`src/rtl/mem_port_arbiter_pkg.sv`:
```
// Shared CPU package: arbiter state encoding, port-owner encoding and access size codes.
package mem_port_arbiter_pkg;

  typedef enum logic [1:0] {
    IDLE = 2'd0,
    ADDR = 2'd1,
    DATA = 2'd2,
    RESP = 2'd3
  } arb_state_t;

  typedef enum logic {
    OWN_INST = 1'b0,
    OWN_DATA = 1'b1
  } owner_t;

  localparam logic [1:0] SIZE_BYTE = 2'd0;
  localparam logic [1:0] SIZE_HALF = 2'd1;
  localparam logic [1:0] SIZE_WORD = 2'd2;

endpackage

```
`src/rtl/mem_port_arbiter.sv`:
```
// Arbitrates the fetch and load/store ports onto one memory port, one transaction at a time,
// with data priority bounded by a starvation limit for instruction fetch.
module mem_port_arbiter
  import mem_port_arbiter_pkg::*;
#(
  parameter int STARVE_LIMIT = 4
) (
  input  logic        clk,
  input  logic        resetn,
  input  logic        inst_req,
  input  logic [31:0] inst_addr,
  input  logic        inst_cancel,
  output logic        inst_addr_ok,
  output logic        inst_data_ok,
  output logic [31:0] inst_rdata,
  input  logic        data_req,
  input  logic        data_wr,
  input  logic [1:0]  data_size,
  input  logic [31:0] data_addr,
  input  logic [31:0] data_wdata,
  output logic        data_addr_ok,
  output logic        data_data_ok,
  output logic [31:0] data_rdata,
  output logic        m_req,
  output logic        m_wr,
  output logic [1:0]  m_size,
  output logic [31:0] m_addr,
  output logic [31:0] m_wdata,
  input  logic        m_addr_ok,
  input  logic        m_data_ok,
  input  logic [31:0] m_rdata
);

  localparam logic [2:0] STARVE_MAX = 3'(STARVE_LIMIT);

  arb_state_t  state_reg, state_next;
  owner_t      owner_reg;
  logic        wr_reg;
  logic [1:0]  size_reg;
  logic [31:0] addr_reg, wdata_reg;
  logic [2:0]  starve_cnt_reg;
  logic        drop_reg;
  logic [31:0] inst_rdata_reg, data_rdata_reg;
  logic        grant_inst, grant_data, cancel_hit;

  always_comb begin
    state_next = state_reg;
    grant_inst = 1'b0;
    grant_data = 1'b0;
    case (state_reg)
      IDLE: begin
        if (inst_req && (!data_req || starve_cnt_reg == STARVE_MAX)) grant_inst = 1'b1;
        else if (data_req) grant_data = 1'b1;
        if (grant_inst || grant_data) state_next = ADDR;
      end
      ADDR:    if (m_addr_ok) state_next = DATA;
      DATA:    if (m_data_ok) state_next = RESP;
      RESP:    state_next = IDLE;
      default: state_next = IDLE;
    endcase
  end

  // A cancel counts from the inst grant cycle until the response cycle of that fetch.
  assign cancel_hit = inst_cancel && (grant_inst || (state_reg != IDLE && owner_reg == OWN_INST));

  always_ff @(posedge clk or negedge resetn) begin
    if (!resetn) begin
      state_reg      <= IDLE;
      owner_reg      <= OWN_INST;
      wr_reg         <= 1'b0;
      size_reg       <= 2'd0;
      addr_reg       <= '0;
      wdata_reg      <= '0;
      starve_cnt_reg <= '0;
      drop_reg       <= 1'b0;
      inst_rdata_reg <= '0;
      data_rdata_reg <= '0;
    end else begin
      state_reg <= state_next;
      if (grant_inst || grant_data) begin
        owner_reg <= grant_inst ? OWN_INST : OWN_DATA;
        wr_reg    <= grant_data ? data_wr : 1'b0;
        size_reg  <= grant_data ? data_size : SIZE_WORD;
        addr_reg  <= grant_data ? data_addr : inst_addr;
        wdata_reg <= grant_data ? data_wdata : '0;
      end
      if (grant_inst || !inst_req) starve_cnt_reg <= '0;
      else if (grant_data && starve_cnt_reg != STARVE_MAX) starve_cnt_reg <= starve_cnt_reg + 3'd1;
      if (state_reg == RESP) drop_reg <= 1'b0;
      else if (cancel_hit) drop_reg <= 1'b1;
      // A dropped fetch still consumes m_data_ok but leaves inst_rdata untouched.
      if (state_reg == DATA && m_data_ok) begin
        if (owner_reg == OWN_DATA) data_rdata_reg <= m_rdata;
        else if (!(drop_reg || inst_cancel)) inst_rdata_reg <= m_rdata;
      end
    end
  end

  assign inst_addr_ok = resetn & grant_inst;
  assign data_addr_ok = resetn & grant_data;
  assign inst_data_ok = (state_reg == RESP) && (owner_reg == OWN_INST) && !drop_reg && !inst_cancel;
  assign data_data_ok = (state_reg == RESP) && (owner_reg == OWN_DATA);
  assign inst_rdata   = inst_rdata_reg;
  assign data_rdata   = data_rdata_reg;
  assign m_req        = (state_reg == ADDR);
  assign m_wr         = wr_reg;
  assign m_size       = size_reg;
  assign m_addr       = addr_reg;
  assign m_wdata      = wdata_reg;

endmodule

```
`config.mk`:
```
export PLATFORM = sky130hd
export DESIGN_NAME = mem_port_arbiter
export DESIGN_NICKNAME = d
export VERILOG_FILES = /design/src/rtl/mem_port_arbiter_pkg.sv /design/src/rtl/mem_port_arbiter.sv
export SDC_FILE = /design/constraint.sdc
export NUM_CORES = 1
export LEC_CHECK = 0
export ABC_AREA = 0
export BUFFER_PORTS_ARGS = -buffer_cell sky130_fd_sc_hd__clkbuf_2
export CORE_MARGIN = 2
export CORE_UTILIZATION = 47
export DETAILED_ROUTE_END_ITERATION = 16
export MAX_ROUTING_LAYER = met4
export PLACE_DENSITY = 0.87
export SLEW_MARGIN = 25
export SYNTH_ARGS = -nofsm -noshare
export SYNTH_HDL_FRONTEND = slang
export SYNTH_SLANG_ARGS = --single-unit
```
`constraint.sdc`:
```
create_clock -name clk -period 2 [get_ports clk]
set_input_delay 0.2 -clock clk [delete_from_list [all_inputs] [get_ports clk]]
set_output_delay 0.2 -clock clk [all_outputs]
set_load 0.03 [all_outputs]
```
==> results of run 1 <==
[cell usage after synthesis]
master       n  area share, %
inv_1        8           0.52
o21ai_2      1           0.15
a21bo_2      1           0.17
a221oi_1     1           0.15
nor2_4       1           0.19
and3_1       1           0.11
ha_1         6            1.3
nand4_1     32            3.5
or2_1        1           0.11
buf_2       12            1.0
o22ai_1      1           0.11
nor2_1       1          0.065
buf_6        4           0.78
o21ai_0     33            2.9
nor2b_1      1           0.11
a22o_1      34            5.2
a21boi_0     3           0.39
a2bb2oi_1    1           0.15
and2_1       2           0.22
clkbuf_2     3           0.26
a21boi_2     1           0.19
a31oi_1     32            3.5
nor4b_1      1           0.15
mux2_2      63             12
nand2b_1     1           0.11
o32a_1       1           0.17
clkbuf_1    20            1.3
buf_4        3           0.39
nor3_1      32            2.8
nand4b_1     1           0.15
nor3b_1      2           0.26
nand2_1      5           0.32
dfrtp_1    138             60
o22a_1       2           0.30
nand3_1      3           0.26
nor4_4       1           0.37
mux2_1       2           0.39
[worst max path at each step]
stage,start,to,slack (ps)
final,state_reg[0],inst_addr_ok,80
after global routing,starve_cnt_reg[0],data_addr_ok,30
after CTS,starve_cnt_reg[0],data_addr_ok,2
after detailed placement,state_reg[0],m_wdata[13],140
after global placement,state_reg[0],data_addr_ok,200
after floorplan,state_reg[0],inst_addr_ok,9
[power by group]
part | internal, uW | switching (uW)
combinational | 2450 | 4440
clock | 1740 | 1190
sequential | 4080 | 773
[logic make-up (layout without fill, tap and decap cells)]
kind of cell    Yosys count  after routing  share of synthesized area [%]
compound gates          111            111                           13.3
flops                   138            138                           59.8
mux                      65             65                           12.7
fa+ha+maj                 6              6                           1.30
simple gates             85             85                           8.67
buf+inv                  50            336                           4.29
[critical path: cells and delay by family (launching register included)]
kind,cells,cell delay (ps)
simple gates,2,300
buf+inv,3,440
fa+ha+maj,1,160
flops,1,420
[layer usage]
layer | global-route usage, % | part of all wire (%)
met5 | - | 0
met4 | 8.43 | 1.8
met3 | 5.11 | 7.4
met2 | 43.7 | 52
met1 | 28.7 | 39
[layout make-up]
type                       count  area, um^2
sequential                   138        3450
tap                          147         184
clock buffer                  18         439
fill                         909        4010
inverter                       8        30.0
multi-input combinational    267        2110
timing repair buffer         297        1660
clock inverter                13         119
[stage by stage]
stage | std cells | worst slack, ps | area (um^2)
2_1_floorplan | 455 | 8.78 | 5780
3_3_place_gp | 851 | 199 | 7290
3_5_place_dp | 851 | 140 | 7290
4_1_cts | 886 | 1.67 | 7970
5_1_grt | 888 | 32.7 | 8000
6_report | 888 | 77.0 | 8000
[timing repair]
action	4_1_cts	5_1_grt
pin swaps	2	1
gates cloned	2	0
setup buffers	1	2
gates resized for setup	13	3
setup endpoints to repair	2	2
hold buffers	1	0
endpoints found under the hold margin	26	0
==> run_results.csv, run 1 <==
group,metric,value,unit
run_status,outcome,"finished clean",
logic_synthesis,ys_seq_area_share,59.8,%
logic_synthesis,ys_seq_elements,138,
worst_hold_path,min_to,"m_wdata[2]",
clock_network,h-tree-depth,4,
worst_hold_path,hp-start,"data_wdata[2]",
grt,grt_antenna_before_repair,0,
worst_setup_path,reg2reg_slack,210,ps
placed_design,gp_congestion,0.823,
final_layout,nets,873,
worst_setup_path,crit_fanout,11,
logic_synthesis,syn_area,0.00578,mm^2
worst_hold_path,min_path_type,"input pin to flip-flop",
worst_setup_path,rr_startpoint,"state_reg[0]",
timing,hold_viol_final,0,
detailed_routing,dr.pass1.iters,5,
worst_setup_path,cp-end-kind,"output pin",
worst_setup_path,cp_slowest_cell,"dfrtp_1",
timing,period_minus_slack,1920,ps
floorplan,die_x,115,um
final_layout,final_cell_mix,"clkbuf_2 (270), dfrtp_1 (138), mux2_2 (63)",
floorplan,initial_core_util,48.1,%
final_layout,mostFrequentLayoutCell,"clkbuf_2",
clock_network,cts_tree,"yes",
worst_setup_path,critPathRequiredTime,1800,ps
clock_network,clock_path_buffers,2,
timing,worst_hold_slack,12.5,ps
worst_hold_path,whs_path_depth,2,
timing,slew_violations,0,
timing,worstMarginPinSlew,627,ps
clock_network,cts_buffers,17,
timing,min_period_over_period,96.1,%
final_layout,final_layout_size_suffix_gt1_share,54.5,%
detailed_routing,ant_nets,0,
power_and_ir_drop,vdd_drop_max,0.908,mV
detailed_routing,post-route-drc-count,0,
floorplan,die_area,0.0132,mm^2
final_layout,antenna_cells,0,
logic_synthesis,synthesis.nets,599,
worst_setup_path,slowest_delay,420,ps
grt,grt_pass1_wl,25.3,mm
timing,rsz0062_at_grt,"false",
detailed_routing,drt-total-wl,16.2,mm
clock_network,worstSkewPairLatency,400,ps
worst_setup_path,startpoint_type,"flip-flop",
grt,grt_max_degree,49,
logic_synthesis,avgSynthCellArea,12.7,um^2
logic_synthesis,yosysWarningCount,0,
timing,skew,10.3,ps
timing,slew_headroom,58.2,%
clock_network,clockRootBuffer,"clkbuf_16",
final_layout,area_growth,38.5,%
worst_setup_path,crit_chain,"inv_2 -> ha_4 -> buf_12 -> nand2_2 -> nor3b_2 -> clkbuf_8",
detailed_routing,vias,5028,
clock_network,cts.sinks,138,
grt,track_usage,25.0,%
logic_synthesis,syn_inst,455,
clock_network,clk_pin_slew,60,ps
timing,setup_viol_count_final,0,
flow_run,max_cap_violations,0,
timing,fin_setup_tns,0,ps
floorplan,fp-row-count,40,
power_and_ir_drop,power.density,1830,mW/mm^2
placed_design,io_buffers,273,
worst_setup_path,cp.arrival,1720,ps
detailed_routing,drtIter0Drc,455,
detailed_routing,post_drt_via_cell_ratio,5.66,
power_and_ir_drop,finalPower,14700,uW
worst_setup_path,reg2reg_depth,6,
worst_setup_path,worstSetupPathType,"flip-flop to output pin",
worst_setup_path,r2r-end,"inst_rdata[17]",
detailed_routing,wl_per_cell,18.3,um
power_and_ir_drop,p_leak,0.00398,uW
timing,fmax,0.520,GHz
logic_synthesis,ys_types,37,
final_layout,fin_util,66.6,%
placed_design,dp_hpwl,11.3,mm
floorplan,ios,274,
grt,gr-total-overflow,0,
floorplan,die_h,115,um
floorplan,core_area,0.0120,mm^2
grt,grt_pass1_vias,5088,
Note: power is estimated with default switching activity, not from simulation.
==> run 2: changes to the inputs <==
Settings changed: PLACE_DENSITY 0.87 to 0.92.
==> run_results.csv, run 2 (synthesis results as in run 1) <==
group,metric,value,unit
placed_design,io_buffers,273,
clock_network,clock_path_buffers,2,
power_and_ir_drop,pwr-share-comb,45.4,%
clock_network,clockRootBuffer,"clkbuf_16",
timing,worst_slack,86.6,ps
detailed_routing,drtIter0Drc,386,
worst_setup_path,critPathRequiredTime,1800,ps
clock_network,cts_tree,"yes",
power_and_ir_drop,power.density,1830,mW/mm^2
placed_design,dp_hpwl,11.3,mm
final_layout,stdcell_area,0.00809,mm^2
placed_design,place_area,0.00729,mm^2
grt,track_usage,24.9,%
power_and_ir_drop,finalPower,14800,uW
timing,period_minus_slack,1910,ps
timing,min_period_over_period,95.7,%
worst_hold_path,hp-start,"data_wdata[20]",
detailed_routing,vias,4954,
timing,skew,12.0,ps
final_layout,mostFrequentLayoutCell,"clkbuf_2",
placed_design,pre_cts_ws,101,ps
power_and_ir_drop,vdd_drop_max,0.891,mV
final_layout,final_layout_size_suffix_gt1_share,54.1,%
detailed_routing,ant_nets,0,
final_layout,final_cell_mix,"clkbuf_2 (270), dfrtp_1 (138), mux2_2 (63)",
timing,slew_headroom,60.5,%
final_layout,n_fill_cell,874,
timing,setup_viol_count_final,0,
grt,gr-total-overflow,0,
clock_network,cts_buffers,17,
worst_setup_path,crit_fanout,8,
worst_setup_path,cp-end-kind,"output pin",
floorplan,fp-row-count,40,
timing,slew_violations,0,
floorplan,die_area,0.0132,mm^2
worst_hold_path,min_path_type,"input pin to flip-flop",
timing,hold_viol_final,0,
grt,grt_antenna_before_repair,0,
timing,worstMarginPinSlew,593,ps
floorplan,initial_core_util,48.1,%
grt,grt_max_degree,90,
worst_hold_path,min_to,"m_wdata[20]",
worst_setup_path,r2r-end,"inst_rdata[17]",
worst_setup_path,cp.arrival,1710,ps
clock_network,worstSkewPairLatency,410,ps
floorplan,die_x,115,um
worst_setup_path,worstSetupPathType,"flip-flop to output pin",
detailed_routing,post_drt_via_cell_ratio,5.54,
floorplan,core_area,0.0120,mm^2
final_layout,area_growth,40.0,%
power_and_ir_drop,p_clk_share,21.8,%
worst_setup_path,reg2reg_slack,180,ps
timing,worst_hold_slack,19.0,ps
power_and_ir_drop,p_seq_share,32.8,%
clock_network,cts.sinks,138,
power_and_ir_drop,p_int,8460,uW
worst_setup_path,reg2reg_depth,6,
placed_design,gp_congestion,0.857,
grt,grt_pass1_vias,4966,
power_and_ir_drop,p_sw_share,42.8,%
flow_run,max_cap_violations,0,
grt,grt_pass1_wl,24.6,mm
timing,fmax,0.523,GHz
final_layout,nets,880,
detailed_routing,wl_per_cell,17.9,um
worst_setup_path,startpoint_type,"flip-flop",
run_status,outcome,"finished clean",
floorplan,ios,274,
clock_network,h-tree-depth,4,
clock_network,clk_pin_slew,60,ps
worst_setup_path,rr_startpoint,"state_reg[0]",
power_and_ir_drop,p_leak,0.00401,uW
power_and_ir_drop,p_switching,6340,uW
floorplan,die_h,115,um
worst_hold_path,whs_path_depth,2,
detailed_routing,post-route-drc-count,0,
detailed_routing,drt-total-wl,16.0,mm
detailed_routing,dr.pass1.iters,5,
[run 2: cell count changes in the layout (fill, tap and decap cells not counted), sizes merged, moves of 2 or more]
cell,delta
dlygate4sd3,+7
bufbuf,-2
clkbuf,+2
clkinv,-5
buf,+3
bufinv,+2
[run 2: layer usage]
metal	vias to the layer above	wire length, um	GRT usage, %
li1	2281	-	-
met1	2399	6100	27.8
met2	244	8420	42.7
met3	30	1150	6.27
met4	0	321	10.2
met5	-	0	-
[run 2: metrics by stage]
stage | utilization, % | setup TNS [ps] | cells
after global routing | 67.3 | -3.22 | 894
after CTS | 67.0 | 0 | 891
after global placement | 60.7 | 0 | 852
final | 67.3 | 0 | 895
after floorplan | - | 0 | 455
after detailed placement | 60.7 | 0 | 852
[run 2: cell type report]
| class | instances | area [um^2] | area share, % |
|---|---|---|---|
| timing repair buffer | 304 | 1680 | 20.8 |
| multi-input combinational | 267 | 2120 | 26.2 |
| tap | 147 | 184 | 2.27 |
| clock buffer | 21 | 480 | 5.94 |
| inverter | 8 | 30.0 | 0.371 |
| sequential | 138 | 3450 | 42.7 |
| antenna | 1 | 2.50 | 0.0310 |
| clock inverter | 9 | 138 | 1.70 |
[run 2: how the worst max path moves through the flow]
stage | from | to | cells after the start
3_3_place_gp | state_reg[0] | m_size[1] | 6
5_1_grt | state_reg[0] | data_addr_ok | 6
6_report | state_reg[0] | data_addr_ok | 6
4_1_cts | starve_cnt_reg[0] | inst_addr_ok | 6
2_1_floorplan | state_reg[0] | inst_addr_ok | 6
3_5_place_dp | state_reg[0] | m_addr[22] | 6
[run 2: critical path, cell delays in order, from the launching register on]
cell      delay, ps
dfrtp_1         420
inv_1           130
ha_4            200
nand2_2         100
nor2_4          140
and2_4          160
clkbuf_8        150
[run 2: timing repair]
item | CTS | global route
pin swaps | 1 | 2
hold endpoints to repair | 145 | 0
setup buffers | 1 | 3
endpoints found under the setup margin | 2 | 2
hold buffers | 8 | 0
resized for setup | 12 | 5
[run 2: power groups by stage]
stage                     sequential [uW]  clock, uW  combinational [uW]
after floorplan                      7160          0                2160
after global placement               4790          0                6410
after detailed placement             4840          0                6620
after CTS                            4840       3270                6700
after global routing                 4990       3410                7150
final                                4860       3220                6720
==> run 3: changes to the inputs <==
Settings changed: SETUP_SLACK_MARGIN set to 0.15.
==> run_results.csv, run 3 (synthesis results as in run 1) <==
group,metric,value,unit
timing,setup_viol_count_final,0,
worst_hold_path,hp-start,"data_wdata[4]",
grt,gr-total-overflow,0,
final_layout,area_growth,40.9,%
timing,period_minus_slack,1850,ps
floorplan,core_area,0.0120,mm^2
detailed_routing,post-route-drc-count,0,
worst_setup_path,r2r-end,"inst_rdata[9]",
timing,worst_hold_slack,16.1,ps
grt,grt_max_degree,87,
detailed_routing,drtIter0Drc,368,
run_status,outcome,"finished clean",
power_and_ir_drop,p_leak,0.00405,uW
worst_setup_path,crit_start,"starve_cnt_reg[0]",
floorplan,die_area,0.0132,mm^2
worst_setup_path,cp.arrival,1650,ps
timing,skew,10.3,ps
detailed_routing,post_drt_via_cell_ratio,5.57,
detailed_routing,ant_nets,0,
power_and_ir_drop,finalPower,14700,uW
clock_network,cts.sinks,138,
worst_setup_path,critPathRequiredTime,1800,ps
final_layout,fin_util,67.8,%
final_layout,final_layout_size_suffix_gt1_share,55.4,%
floorplan,die_x,115,um
timing,fmax,0.539,GHz
timing,fin_setup_tns,0,ps
placed_design,io_buffers,273,
clock_network,clockRootBuffer,"clkbuf_16",
worst_setup_path,rr_startpoint,"state_reg[0]",
clock_network,h-tree-depth,4,
final_layout,nets,886,
worst_setup_path,worstSetupPathType,"flip-flop to output pin",
grt,track_usage,25.0,%
timing,hold_viol_final,0,
grt,grt_pass1_wl,24.8,mm
worst_setup_path,startpoint_type,"flip-flop",
clock_network,clock_path_buffers,2,
timing,rsz0062_at_grt,"true",
grt,grt_antenna_before_repair,2,
detailed_routing,wl_per_cell,18.1,um
flow_run,max_cap_violations,0,
worst_hold_path,min_path_type,"input pin to flip-flop",
final_layout,final_cell_mix,"clkbuf_2 (269), dfrtp_1 (138), mux2_2 (63)",
worst_setup_path,crit_fanout,4,
detailed_routing,vias,5035,
floorplan,fp-row-count,40,
clock_network,clk_pin_slew,60,ps
detailed_routing,dr.pass1.iters,4,
clock_network,cts_buffers,17,
worst_setup_path,cp-end-kind,"output pin",
floorplan,die_h,115,um
power_and_ir_drop,power.density,1810,mW/mm^2
detailed_routing,drt-total-wl,16.3,mm
floorplan,ios,274,
grt,grt_pass1_vias,4926,
timing,worstMarginPinSlew,625,ps
clock_network,cts_tree,"yes",
final_layout,mostFrequentLayoutCell,"clkbuf_2",
timing,min_period_over_period,92.7,%
clock_network,worstSkewPairLatency,400,ps
timing,slew_violations,0,
worst_setup_path,critPathCapture,"inst_addr_ok",
floorplan,initial_core_util,48.1,%
timing,slew_headroom,58.3,%
placed_design,gp_congestion,0.882,
placed_design,dp_hpwl,11.4,mm
power_and_ir_drop,vdd_drop_max,0.900,mV
worst_setup_path,reg2reg_slack,200,ps
worst_setup_path,reg2reg_depth,7,
==> run 3: changes by cell type in the layout (fill, tap and decap cells not counted), moves of 2 or more <==
cell | previous run | this run
dlygate4sd3_1 | 8 | 2
buf_4 | 20 | 29
inv_2 | 2 | 4
clkinv_2 | 0 | 3
nand2_2 | 2 | 0
clkinv_4 | 0 | 4
inv_1 | 6 | 4
clkinvlp_4 | 4 | 2
clkbuf_8 | 5 | 2
==> run 3: layout make-up <==
type	instances	area (um^2)
diodes	2	5.00
clock buffers	19	443
clock inverters	13	143
fillers	871	3870
inverters	8	30.0
multi-input cells	267	2140
flip-flops and latches	138	3450
well taps	147	184
repair buffers	310	1750
==> run 3: worst min-delay path by stage <==
stage	end	slack (ps)	depth (start not counted)
floorplan	data_rdata[0]	-100	0
global placement	owner_reg	290	2
detailed placement	owner_reg	290	2
CTS	m_wdata[4]	4	2
global route	m_wdata[23]	7	2
finish	m_wdata[4]	20	2
==> run 3: through the flow <==
stage / area (um^2) / cells / setup slack, ps
after floorplan: 5780 / 455 / 186
after detailed placement: 7330 / 855 / 144
after global placement: 7330 / 855 / 209
final: 8140 / 904 / 145
after CTS: 8050 / 895 / 143
after global routing: 8140 / 904 / 97.4
==> run 3: worst max-delay path, stage by stage, from the launching register on <==
cell and delay, ps:
dfrtp_1 400, inv_2 90, ha_4 160, a21boi_2 80
buf_6 130, nor3b_2 190, clkbuf_8 190
==> run 3: per-layer routing <==
layer  vias up  GRT usage [%]  part of all wire [%]
li1       2294              -                     -
met1      2454           29.0                    38
met2       255           41.6                    52
met3        32           5.59                   6.8
met4         0           11.3                   2.4
met5         -              -                     0
==> run 3: repair_timing <==
item,4_1_cts,5_1_grt
setup endpoints to repair,25,35
buffers inserted,6,5
hold endpoints to repair,138,1
hold buffers,1,1
pin swaps,3,3
cloned,1,1
gates resized for setup,19,6
==> run 3: power breakdown <==
part           switching, uW  leakage (uW)  total, uW  internal [uW]
Clock                   1190      0.000284       3060           1880
Sequential               756       0.00169       4830           4080
Combinational           4450       0.00207       6810           2360
Total                   6390       0.00405      14700           8310
